===== src/rtl/votos_pkg.sv =====
// Shared types and width helpers for the vote-counter block and its decoders.
// Pure declarations: no logic, no latency, no flow control.
package votos_pkg;

  typedef enum logic [1:0] {
    IDLE   = 2'd0,
    OPEN   = 2'd1,
    TALLY  = 2'd2,
    RESULT = 2'd3
  } state_t;

  // Bits needed to hold a count in 0..n inclusive.
  function automatic int cnt_width(input int n);
    return $clog2(n + 1);
  endfunction

  // Bits needed to address n voters; never narrower than one bit.
  function automatic int id_width(input int n);
    return (n <= 2) ? 1 : $clog2(n);
  endfunction

endpackage


===== src/rtl/decod_onehot.sv =====
// Count-to-one-hot decoder: bit k of o_onehot is set iff i_cnt == k.
// Purely combinational, zero latency, no flow control.
module decod_onehot
  import votos_pkg::*;
#(
  parameter  int N  = 3,
  localparam int CW = cnt_width(N)
) (
  input  logic [CW-1:0] i_cnt,
  output logic [N:0]    o_onehot
);

  always_comb begin
    o_onehot = '0;
    for (int k = 0; k <= N; k++) begin
      o_onehot[k] = (i_cnt == CW'(k));
    end
  end

endmodule


===== src/rtl/conta_votos_seq.sv =====
// Session vote counter: one ballot per voter via valid/ready, then yes/no/abstain tallies and flags.
// Counts update one cycle after acceptance; done pulses two cycles after close/last ballot; ready only in OPEN.
module conta_votos_seq
  import votos_pkg::*;
#(
  parameter  int N_VOTERS = 3,
  localparam int CW       = cnt_width(N_VOTERS),
  localparam int IW       = id_width(N_VOTERS)
) (
  input  logic              i_clk,
  input  logic              i_rst,
  input  logic              i_start,
  input  logic              i_close,
  input  logic              i_vote_valid,
  input  logic [IW-1:0]     i_vote_id,
  input  logic              i_vote_yes,
  output logic              o_vote_ready,
  output logic [CW-1:0]     o_yes_count,
  output logic [CW-1:0]     o_no_count,
  output logic [CW-1:0]     o_abstain_count,
  output logic [N_VOTERS:0] o_onehot,
  output logic              o_majority,
  output logic              o_tie,
  output logic              o_busy,
  output logic              o_done,
  output logic              o_dup_err,
  output logic              o_id_err
);

  state_t                r_state;
  state_t                w_state_nxt;
  logic [CW-1:0]         r_yes;
  logic [CW-1:0]         r_no;
  logic [N_VOTERS-1:0]   r_voted;
  logic                  r_majority;
  logic                  r_tie;
  logic                  r_done;
  logic                  r_dup_err;
  logic                  r_id_err;

  logic                  w_open;
  logic                  w_hs;
  logic                  w_id_ok;
  logic [N_VOTERS-1:0]   w_id_mask;
  logic                  w_dup;
  logic                  w_accept;
  logic                  w_mask_full;
  logic                  w_start_ok;
  logic [CW:0]           w_yes_x2;

  assign w_open      = (r_state == OPEN);
  assign w_hs        = i_vote_valid & w_open;
  // N_VOTERS always fits in IW+1 bits, so this compare never truncates.
  assign w_id_ok     = ({1'b0, i_vote_id} < (IW + 1)'(N_VOTERS));
  // Out-of-range ids shift the bit out entirely, so no array index can overrun.
  assign w_id_mask   = N_VOTERS'(1) << i_vote_id;
  assign w_dup       = |(r_voted & w_id_mask);
  assign w_accept    = w_hs & w_id_ok & ~w_dup;
  assign w_mask_full = &(r_voted | w_id_mask);
  assign w_start_ok  = i_start & ((r_state == IDLE) | (r_state == RESULT));
  assign w_yes_x2    = {r_yes, 1'b0};

  always_comb begin
    w_state_nxt = r_state;
    case (r_state)
      IDLE: begin
        if (i_start) w_state_nxt = OPEN;
      end
      OPEN: begin
        if (i_close || (w_accept && w_mask_full)) w_state_nxt = TALLY;
      end
      TALLY: begin
        w_state_nxt = RESULT;
      end
      RESULT: begin
        if (i_start) w_state_nxt = OPEN;
      end
      default: begin
        w_state_nxt = IDLE;
      end
    endcase
  end

  always_ff @(posedge i_clk) begin
    if (i_rst) begin
      r_state    <= IDLE;
      r_yes      <= '0;
      r_no       <= '0;
      r_voted    <= '0;
      r_majority <= 1'b0;
      r_tie      <= 1'b0;
      r_done     <= 1'b0;
      r_dup_err  <= 1'b0;
      r_id_err   <= 1'b0;
    end else begin
      r_state   <= w_state_nxt;
      r_done    <= (r_state == TALLY);
      r_dup_err <= w_hs & w_id_ok & w_dup;
      r_id_err  <= w_hs & ~w_id_ok;

      if (w_start_ok) begin
        r_yes      <= '0;
        r_no       <= '0;
        r_voted    <= '0;
        r_majority <= 1'b0;
        r_tie      <= 1'b0;
      end else begin
        if (w_accept) begin
          r_voted <= r_voted | w_id_mask;
          if (i_vote_yes) r_yes <= r_yes + CW'(1);
          else            r_no  <= r_no + CW'(1);
        end
        // Counts are already final here: the last ballot landed on the previous edge.
        if (r_state == TALLY) begin
          r_majority <= (w_yes_x2 > (CW + 1)'(N_VOTERS));
          r_tie      <= (r_yes == r_no);
        end
      end
    end
  end

  decod_onehot #(
    .N (N_VOTERS)
  ) u_decod_onehot (
    .i_cnt    (r_yes),
    .o_onehot (o_onehot)
  );

  assign o_vote_ready    = w_open;
  assign o_busy          = w_open | (r_state == TALLY);
  assign o_yes_count     = r_yes;
  assign o_no_count      = r_no;
  assign o_abstain_count = CW'(N_VOTERS) - r_yes - r_no;
  assign o_majority      = r_majority;
  assign o_tie           = r_tie;
  assign o_done          = r_done;
  assign o_dup_err       = r_dup_err;
  assign o_id_err        = r_id_err;

endmodule


===== config.mk =====
export PLATFORM = sky130hd
export DESIGN_NAME = conta_votos_seq
export DESIGN_NICKNAME = d
export VERILOG_FILES = /design/src/rtl/votos_pkg.sv /design/src/rtl/decod_onehot.sv /design/src/rtl/conta_votos_seq.sv
export SDC_FILE = /design/constraint.sdc
export NUM_CORES = 1
export LEC_CHECK = 0
export BUFFER_PORTS_ARGS = -buffer_cell sky130_fd_sc_hd__clkbuf_2
export CORE_MARGIN = 1
export CORE_UTILIZATION = 52
export DETAILED_ROUTE_END_ITERATION = 10
export GPL_ROUTABILITY_DRIVEN = 1
export PLACE_DENSITY = 0.82
export SYNTH_ARGS = -nofsm -noshare
export SYNTH_HDL_FRONTEND = slang
export SYNTH_SLANG_ARGS = --single-unit
export TNS_END_PERCENT = 10

===== constraint.sdc =====
create_clock -name i_clk -period 2.3 [get_ports i_clk]
set_input_delay 0.46 -clock i_clk [delete_from_list [all_inputs] [get_ports i_clk]]
set_output_delay 0.46 -clock i_clk [all_outputs]
set_load 0.005 [all_outputs]

# Yosys cells after proc, flatten, opt, wreduce, memory -nomap -nowiden
# Index checks and enable logic that the tools add are counted.
# word_totals
ff_bits,14
latch_bits,0
mem_bits_rw,0
mem_bits_ro,0
input_bits,8
output_inout_bits,17
elab_cells,52
memories,0
# classes
add_sub_neg,4
mul,0
n_div,0
order_cmp,2
n_eq_ne,9
shifts,1
muxes,3
bitwise,13
n_reduce_logical,11
# op_table
cell,n
$eq A2 B2 Y1 const B,4
$and A1 B1 Y1,6
$pmux W2 S3,1
$reduce_and A2 Y1,3
$add A2 B1 Y2 const B,2
$eq A2 B1 Y1 const B,2
$logic_not A2 Y1,2
$mux W2,2
$ne A2 B1 Y1 const B,2
$reduce_or A2 Y1,2
$and A3 B3 Y3,1
$gt A3 B2 Y1 const B,1
$not A1 Y1,3
$or A3 B3 Y3,1
$reduce_and A3 Y1,1
$reduce_or A3 Y1,1
$shl A1 B2 Y3 const A,1
$eq A2 B2 Y1,1
$lt A2 B2 Y1 const B,1
$or A1 B1 Y1,2
$sub A2 B2 Y2,1
$sub A2 B2 Y2 const A,1
$logic_and A1 B1 Y1,1
$logic_or A1 B1 Y1,1

# Depth between registers and ports, before layout
# Gate-level depths: netlist of the first run.
# logic_depth
depth_word,9
mapped_depth,6
ltp_nobuf,6

# Hierarchy
# From an unflattened synthesis of the first run, not the netlist that was laid out.
# unflattened
hier_cells,88
area_unflattened_um2,757.0
# by_module_without_submodules
module,n_inst,cells_each,area_each_um2,seq_area_each_um2
conta_votos_seq,1,84,730.7,280.3
decod_onehot,1,4,26.3,0.0

# Worst setup path before layout of the first run
# OpenSTA, ideal clock, no wires.
# synth_path
kind,input-to-reg
start,in i_vote_id[0]
end,"reg r_no[1], in the netlist o_no_count[1]"
setup_ns,0.070
t_arrival_ns,1.400
t_required_ns,2.230
setup_slack_ns,0.830
stages,5
n_path_buf,1
path_cell_list,buf_6 mux2i_4 o211ai_2 or3_1 a21oi_1
# synth_via
elab_chain_len,6
word_cells_on_any_way,8
classes_between,order compare (1); shift (1); bitwise (4); reduce/logical (2)
# synth_lines
element,line_no,text
start: declaration,conta_votos_seq.sv:15,"input logic [IW-1:0] i_vote_id,"
$shl A1 B2 Y3,conta_votos_seq.sv:56,assign w_id_mask = N_VOTERS'(1) << i_vote_id;
$and A3 B3 Y3,conta_votos_seq.sv:57,assign w_dup = |(r_voted & w_id_mask);
$reduce_or A3 Y1,conta_votos_seq.sv:57,
$not A1 Y1,conta_votos_seq.sv:58,assign w_accept = w_hs & w_id_ok & ~w_dup;
$and A1 B1 Y1 *,conta_votos_seq.sv:58,
$reduce_and A2 Y1 (no source line) *,n/a,
end signal: assignment,conta_votos_seq.sv:111,else r_no <= r_no + CW'(1);
end: declaration,conta_votos_seq.sv:33,logic [CW-1:0] r_no;
# Every way passes the cells marked *; elsewhere a longest branch is shown, timed or not.
# A chain may end at the register's enable or synchronous reset.

# Final worst setup path of the first run
# layout_path
start,"reg r_yes[1], in the netlist o_yes_count[1]"
end,out o_abstain_count[1]
# layout_via
elab_chain_len,2
# layout_lines
element,line_no,text
start: declaration,conta_votos_seq.sv:32,logic [CW-1:0] r_yes;
start signal: assignment,conta_votos_seq.sv:110,if (i_vote_yes) r_yes <= r_yes + CW'(1);
$sub A2 B2 Y2 (2 in a row),conta_votos_seq.sv:133,assign o_abstain_count = CW'(N_VOTERS) - r_yes - r_no;
end: declaration,conta_votos_seq.sv:20,"output logic [CW-1:0] o_abstain_count,"
# No other way between the ends.

==> results.py, run 1 <==
metrics = {
    "timing": {
        "slew_viol_final": 0,
        "period_minus_slack_ns": 1.76,
        "holdWs_ns": 0.433,
        "period_share": 0.764,
        "clock_skew_ns": 0.0129,
        "setup_slack_ns": 0.543,
        "worst_pin_slew_ns": 0.279,
        "rsz0062_at_grt": "false",
        "finalSetupViolations": 0,
        "setup_tns_ns": 0,
        "max-slew-margin-rel": 0.814,
        "clock.fmax_mhz": 569,
        "hold_viol": 0,
    },
    "routing": {
        "drc": 0,
        "viasPerCell": 5.13,
        "postRouteAntennaNets": 0,
        "vias": 647,
        "dr.pass1.iters": 4,
        "wl_per_cell_um": 11.7,
        "drt_wl_total_um": 1470,
        "drt_iter0_markers": 4,
    },
    "setup_path": {
        "crit_path_end_kind": "primary output",
        "critPathMaxStageDelay_ns": 0.48,
        "path_class": "reg2out",
        "cp-startpoint": "o_yes_count[1]",
        "r2r-start": "r_state[1]",
        "arrival_ns": 1.30,
        "crit_family": "flip-flops",
        "critPathBufInv": 1,
        "critPathLaunchType": "register",
        "crit_chain": "xor2_1 -> xnor2_1 -> clkbuf_2",
        "crit_required_ns": 1.84,
        "critPathMaxFanout": 7,
        "crit_slowest_cell": "dfxtp_1",
    },
    "run_status": {
        "outcome": "finished, final reports clean",
    },
    "synthesis": {
        "ys_seq_area_frac": 0.363,
        "ys_seq_elements": 14,
        "synthArstFlopShare": 0,
        "syn-cell-area_um2": 772,
        "synth_edf_count": 0,
        "syn-num-nets": 101,
        "ys_warn_count": 0,
        "synthDistinctLibCells": 30,
        "syn_area_per_cell_um2": 8.98,
        "syn_inst": 86,
        "ys_dominant_reg_cell": "dfxtp_1",
    },
    "layout": {
        "nets": 127,
        "areaGrowthSynthToFinish_pct": 20.1,
        "fin_util": 0.695,
        "finalInstanceArea_um2": 927,
        "drive_above_1_share": 0.288,
        "final_cell_mix": "24 x clkbuf_2, 14 x dfxtp_1, 12 x nor2_1, 7 x ha_1",
        "diodes": 0,
        "layout_commonest_cell": "clkbuf_2",
    },
    "pwr": {
        "pwr-share-clk": 0.224,
        "combinationalPowerShare": 0.392,
        "swShare": 0.350,
        "p_per_area_nw_per_um2": 847,
        "seq_power_share": 0.384,
        "switching_power_uw": 275,
        "leakagePower_uw": 0.000413,
        "vdd_drop_max_mv": 0.694,
        "p_int_uw": 510,
    },
    "placement": {
        "dp.final_hpwl_um": 1160,
        "gp_routability_congestion": 0.805,
        "place_ws_ns": 0.640,
        "place.port_buffers": 24,
        "place_area_um2": 891,
    },
    "grt": {
        "grt_start_max_net_pins": 11,
        "overflow": 0,
        "antenna_found_initial": 0,
        "grt_pass1_vias": 543,
        "grt_pass1_wl_um": 2130,
        "grt_usage": 0.205,
    },
    "cts": {
        "cts_max_path_buffers": 2,
        "h-tree-depth": 1,
        "cts_sinks": 14,
        "cts_made_buffers": 3,
        "clock_latency_ns": 0.29,
        "root_buffer": "clkbuf_4",
        "post_cts_buffers": 0,
        "cts_resized": 0,
        "cts.clk_slew.worst_paths_ns": 0.09,
        "cts_tree": "yes",
        "cts_hold_buffers": 0,
    },
    "floorplan": {
        "rows": 13,
        "dieWidth_um": 40.5,
        "fp.dieH_um": 40.5,
        "core_um2": 1330,
        "ios": 25,
        "design.die.area_um2": 1640,
        "start_util": 0.579,
    },
    "job": {
        "cap_violations": 0,
    },
    "hold_path": {
        "hold_path.startpoint": "i_rst",
        "hold_class": "in2reg",
    },
}
Yosys cell counts, drive strengths merged (2+ instances only):
| cell | number | area (um^2) |
|---|---|---|
| inv | 6 | 22.5 |
| xnor2 | 2 | 17.5 |
| buf | 2 | 16.3 |
| nor2 | 12 | 45.0 |
| or3 | 3 | 18.8 |
| and2 | 2 | 12.5 |
| nand2b | 3 | 18.8 |
| mux2i | 5 | 62.6 |
| nor3 | 3 | 15.0 |
| ha | 7 | 87.6 |
| a21oi | 6 | 30.0 |
| dfxtp | 14 | 280 |
| nor2b | 2 | 12.5 |
| o211ai | 2 | 20.0 |
| o21ai | 5 | 28.8 |
| nand2 | 2 | 7.51 |
layout make-up:
cell class | count | area, um^2
Multi-Input combinational cell | 63 | 449
Timing Repair Buffer | 24 | 120
Sequential cell | 14 | 280
Fill cell | 114 | 407
Tap cell | 15 | 18.8
Inverter | 6 | 22.5
Clock buffer | 4 | 36.3
path summary, 6_finish.rpt:
kind,endpoint,slack [ns],cells after the start
worst max-delay path,o_abstain_count[1],0.54,3
worst min-delay path,o_done,0.43,2
worst max register to register,o_no_count[1],0.71,6
worst min register to register,o_majority,0.51,2
cell families (layout without fill, tap and decap cells):
group,after synthesis,count (layout),synth area share
mux,5,5,0.0810
fa+ha+maj,7,7,0.113
flops,14,14,0.363
compound gates,19,19,0.167
buf+inv,9,34,0.0551
simple gates,29,29,0.186
xor+xnor,3,3,0.0340
metal layers:
layer  part of all wire  global-route usage
met1               0.45               0.209
met5                  0                   0
met4              0.012              0.0833
met2               0.49               0.349
met3              0.046               0.106
power groups by stage:
stage                     Sequential, uW  Clock, uW  Combinational [uW]
after floorplan                      305          0                 219
after global placement               306          0                 298
after detailed placement             307          0                 309
after CTS                            301        180                 310
after global routing                 305        185                 354
final                                302        176                 307
flip-flops by register name (all words and copies together) (netlist names):
| signal | cells |
|---|---|
| o_yes_count | 2 |
| o_id_err | 1 |
| o_majority | 1 |
| o_tie | 1 |
| r_state | 2 |
| o_no_count | 2 |
| o_dup_err | 1 |
| o_done | 1 |
| r_voted | 3 |
through the flow:
| stage | instances | total power [uW] |
|---|---|---|
| finish | 126 | 785 |
| global route | 126 | 845 |
| CTS | 126 | 791 |
| detailed placement | 122 | 616 |
| global placement | 122 | 604 |
| floorplan | 86 | 525 |
Power figures use the tool's default switching activity.
==> inputs of run 2 (changes only) <==
--- a/config.mk
+++ b/config.mk
@@ -7,10 +7,10 @@
 export LEC_CHECK = 0
 export BUFFER_PORTS_ARGS = -buffer_cell sky130_fd_sc_hd__clkbuf_2
 export CORE_MARGIN = 1
-export CORE_UTILIZATION = 52
+export CORE_UTILIZATION = 48
 export DETAILED_ROUTE_END_ITERATION = 10
 export GPL_ROUTABILITY_DRIVEN = 1
-export PLACE_DENSITY = 0.82
+export PLACE_DENSITY = 0.76
 export SYNTH_ARGS = -nofsm -noshare
 export SYNTH_HDL_FRONTEND = slang
 export SYNTH_SLANG_ARGS = --single-unit
==> constraint.sdc (replaced) <==
create_clock -name i_clk -period 1.7 [get_ports i_clk]
set_input_delay 0.34 -clock i_clk [delete_from_list [all_inputs] [get_ports i_clk]]
set_output_delay 0.34 -clock i_clk [all_outputs]
set_load 0.005 [all_outputs]
==> results.py, run 2 (synthesis results as in run 1) <==
metrics = {
    "routing": {
        "drt_wl_total_um": 1420,
        "drt_iter0_markers": 10,
        "vias": 659,
        "viasPerCell": 5.23,
        "postRouteAntennaNets": 0,
        "dr.pass1.iters": 4,
        "wl_per_cell_um": 11.3,
        "drc": 0,
    },
    "layout": {
        "diodes": 0,
        "layout_commonest_cell": "clkbuf_2",
        "fillers": 140,
        "finalInstanceArea_um2": 916,
        "nets": 127,
        "areaGrowthSynthToFinish_pct": 18.6,
        "drive_above_1_share": 0.291,
        "largest_reg_flops": 3,
        "top_register": "r_voted",
        "final_cell_mix": "24 x clkbuf_2, 13 x dfxtp_1, 12 x nor2_1, 7 x ha_1",
    },
    "setup_path": {
        "critPathLaunchType": "register",
        "critPathMaxFanout": 4,
        "crit_required_ns": 1.36,
        "path_class": "reg2out",
        "crit_path_end_kind": "primary output",
        "arrival_ns": 1.27,
    },
    "grt": {
        "antenna_found_initial": 0,
        "grt_pass1_wl_um": 2370,
        "grt_start_max_net_pins": 11,
        "grt_usage": 0.173,
        "grt_pass1_vias": 557,
        "overflow": 0,
    },
    "pwr": {
        "leakagePower_uw": 0.000406,
        "vdd_drop_max_mv": 0.700,
        "totalPowerFinal_uw": 1020,
        "p_per_area_nw_per_um2": 1110,
    },
    "cts": {
        "cts_made_buffers": 3,
        "cts_sinks": 14,
        "cts_tree": "yes",
        "cts_hold_buffers": 0,
        "cts_max_path_buffers": 2,
        "h-tree-depth": 1,
        "clock_latency_ns": 0.27,
        "cts.clk_slew.worst_paths_ns": 0.08,
        "root_buffer": "clkbuf_4",
    },
    "timing": {
        "max-slew-margin-rel": 0.796,
        "worst_pin_slew_ns": 0.306,
        "finalSetupViolations": 0,
        "setup_tns_ns": 0,
        "rsz0062_at_grt": "false",
        "period_share": 0.948,
        "period_minus_slack_ns": 1.61,
        "slew_viol_final": 0,
        "clock_skew_ns": 0.00671,
        "clock.fmax_mhz": 621,
        "hold_viol": 0,
    },
    "placement": {
        "place.port_buffers": 24,
        "dp.final_hpwl_um": 1090,
        "place_area_um2": 892,
        "gp_routability_congestion": 0.807,
    },
    "floorplan": {
        "start_util": 0.512,
        "core_um2": 1510,
        "design.die.area_um2": 1770,
        "fp.dieH_um": 42.1,
        "dieWidth_um": 42.1,
        "rows": 14,
        "ios": 25,
    },
    "hold_path": {
        "hold_class": "in2reg",
    },
    "run_status": {
        "outcome": "finished, final reports clean",
    },
    "job": {
        "cap_violations": 0,
    },
}
run 2: cell count changes in the layout (fill, tap and decap cells not counted), sizes merged:
cell / delta
clkbuf: -1
run 2: area by class of cell:
cell class	count	area, um^2	area share
multi-input cells	63	449	0.490
inverters	6	22.5	0.0246
well taps	16	20.0	0.0219
repair buffers	24	120	0.131
clock buffers	3	22.5	0.0246
flip-flops and latches	14	282	0.307
run 2: final timing paths:
kind / startpoint / slack (ns) / to / cells after the start
worst max-delay path: r_state[0] / 0.09 / o_busy / 4
worst min-delay path: i_rst / 0.33 / o_done / 2
worst max register to register: r_state[1] / 0.12 / o_no_count[1] / 6
worst min register to register: o_tie / 0.50 / o_tie / 2
run 2: layer usage:
| metal | GRT usage | vias to the layer above | share of wire |
|---|---|---|---|
| met5 | 0 | - | 0 |
| met1 | 0.231 | 292 | 0.46 |
| li1 | - | 345 | - |
| met4 | 0.0500 | 0 | 0.018 |
| met2 | 0.253 | 18 | 0.47 |
| met3 | 0.0776 | 4 | 0.053 |
run 2: repair_timing:
action                     4_1_cts  5_1_grt
gates resized for setup          0        1
buffers inserted                 0        0
setup endpoints to repair        0        1
run 2: power by group:
part           internal [uW]  switching, uW
clock                   81.9           97.3
sequential               376           34.1
combinational            186            243
total                    643            374
run 2: worst max-delay path, cell delays in order, from the launching register on:
cell and delay, ns:
dfxtp_1 0.36, inv_1 0.08, ha_1 0.34, inv_1 0.11, clkbuf_2 0.12
run 2: stage by stage:
stage                     hold slack (ns)  worst slack, ns  std cells  utilization
after floorplan                     0.412            0.268         86            -
after global placement              0.478            0.199        123        0.592
after detailed placement            0.487            0.154        123        0.592
after CTS                           0.318           0.0826        126        0.607
after global routing                0.331           0.0146        126        0.608
final                               0.327           0.0888        126        0.608
==> inputs of run 3 (changes only) <==
--- a/config.mk
+++ b/config.mk
@@ -11,6 +11,7 @@
 export DETAILED_ROUTE_END_ITERATION = 10
 export GPL_ROUTABILITY_DRIVEN = 1
 export PLACE_DENSITY = 0.76
+export REMOVE_ABC_BUFFERS = 1
 export SYNTH_ARGS = -nofsm -noshare
 export SYNTH_HDL_FRONTEND = slang
 export SYNTH_SLANG_ARGS = --single-unit
==> results.py, run 3 (synthesis results as in run 1) <==
metrics = {
    "run_status": {
        "outcome": "complete, but fails checks",
        "failed_checks": "DRC",
    },
    "layout": {
        "seqCellArea_um2": 282,
        "layout_commonest_cell": "clkbuf_2",
        "top_register": "r_voted",
        "fin_util": 0.619,
        "final_cells": 127,
        "multiInputGateArea_um2": 452,
        "fillers": 137,
        "largest_reg_flops": 3,
        "diodes": 0,
        "finalInstanceArea_um2": 932,
        "areaGrowthSynthToFinish_pct": 20.7,
        "nets": 127,
        "final_cell_mix": "24 x clkbuf_2, 13 x dfxtp_1, 12 x nor2_1, 7 x ha_1",
        "drive_above_1_share": 0.306,
    },
    "routing": {
        "postRouteAntennaNets": 0,
        "drc": 1,
        "viasPerCell": 5.26,
        "drt_wl_total_um": 1390,
        "drt_iter0_markers": 5,
        "vias": 668,
        "dr.pass1.iters": 6,
        "wl_per_cell_um": 11.0,
    },
    "placement": {
        "place.port_buffers": 24,
        "place_area_um2": 892,
        "gp_routability_congestion": 0.891,
        "dp.final_hpwl_um": 1100,
        "placed_cells_incl_taps": 123,
    },
    "setup_path": {
        "arrival_ns": 1.25,
        "crit_path_end_kind": "primary output",
        "critPathMaxStageDelay_ns": 0.36,
        "critPathLaunchType": "register",
        "crit_chain": "inv_1 -> ha_1 -> inv_1 -> clkbuf_2",
        "path_class": "reg2out",
        "crit_required_ns": 1.36,
        "critPathMaxFanout": 4,
        "path_common_cell": "inv_1",
        "crit_slowest_cell": "dfxtp_1",
    },
    "timing": {
        "worst_pin_slew_ns": 0.289,
        "hold_viol": 0,
        "rsz0062_at_grt": "false",
        "period_minus_slack_ns": 1.59,
        "holdWs_ns": 0.312,
        "max-slew-margin-rel": 0.806,
        "period_share": 0.934,
        "clock.fmax_mhz": 630,
        "setup_tns_ns": 0,
        "finalSetupViolations": 0,
        "clock_skew_ns": 0.00513,
        "slew_viol_final": 0,
    },
    "cts": {
        "cts_hold_buffers": 0,
        "cts_sinks": 14,
        "cts_made_buffers": 3,
        "clock_latency_ns": 0.28,
        "root_buffer": "clkbuf_4",
        "cts_max_path_buffers": 2,
        "cts.clk_slew.worst_paths_ns": 0.08,
        "h-tree-depth": 1,
        "cts_tree": "yes",
    },
    "pwr": {
        "p_int_uw": 696,
        "leakagePower_uw": 0.000415,
        "switching_power_uw": 362,
        "pwr-share-clk": 0.220,
        "combinationalPowerShare": 0.393,
        "seq_power_share": 0.386,
        "vdd_drop_max_mv": 0.556,
        "p_per_area_nw_per_um2": 1130,
        "swShare": 0.342,
    },
    "floorplan": {
        "fp.dieH_um": 42.1,
        "design.die.area_um2": 1770,
        "start_util": 0.512,
        "ios": 25,
        "rows": 14,
        "dieWidth_um": 42.1,
        "core_um2": 1510,
    },
    "grt": {
        "grt_pass1_vias": 616,
        "antenna_found_initial": 0,
        "grt_usage": 0.177,
        "grt_pass1_wl_um": 2400,
        "grt_start_max_net_pins": 11,
        "overflow": 0,
    },
    "job": {
        "cap_violations": 0,
    },
    "hold_path": {
        "hold_class": "in2reg",
    },
}
run 3: cell count changes in the layout (fill, tap and decap cells not counted), sizes merged:
cell,delta
clkbuf,+1
run 3: cell type report:
type | instances | share of cell area
tap | 16 | 0.0215
inverter | 6 | 0.0242
clock buffer | 4 | 0.0389
timing repair buffer | 24 | 0.129
multi-input combinational | 63 | 0.485
sequential | 14 | 0.302
run 3: what timing repair did:
item                                    CTS  global route
endpoints found under the setup margin    0             2
resized for setup                         0             2
setup buffers                             0             0
run 3: power groups by stage:
stage | Sequential [uW] | Combinational (uW) | Clock (uW)
after CTS | 409 | 415 | 245
after global routing | 415 | 475 | 266
after global placement | 414 | 405 | 0
after floorplan | 413 | 284 | 0
final | 409 | 416 | 233
after detailed placement | 416 | 411 | 0
run 3: stage by stage:
stage                     total power, uW  setup WS [ns]
after floorplan                       698          0.268
after global placement                820          0.203
after detailed placement              827          0.167
after CTS                            1070         0.0781
after global routing                 1160         0.0149
final                                1060          0.113
run 3: critical path: cells and delay by family (launching register included):
family	cells	cell delay [ns]
flip-flops	1	0.36
adder cells (fa/ha/maj)	1	0.32
buffers and inverters	3	0.29
run 3: path summary, 6_finish.rpt:
| check | from | end | slack, ns | cells past startpoint |
|---|---|---|---|---|
| setup / recovery | r_state[0] | o_busy | 0.11 | 4 |
| hold / removal | i_rst | o_done | 0.31 | 2 |
| setup reg to reg | r_state[1] | o_no_count[1] | 0.19 | 6 |
| hold reg to reg | o_tie | o_tie | 0.51 | 2 |
run 3: metal layers:
layer  GRT usage  part of all wire  vias to the layer above
li1            -                 -                      346
met1       0.194              0.44                      306
met2       0.316              0.49                       14
met3      0.0647             0.059                        2
met4      0.0563            0.0093                        0
met5           0                 0                        -
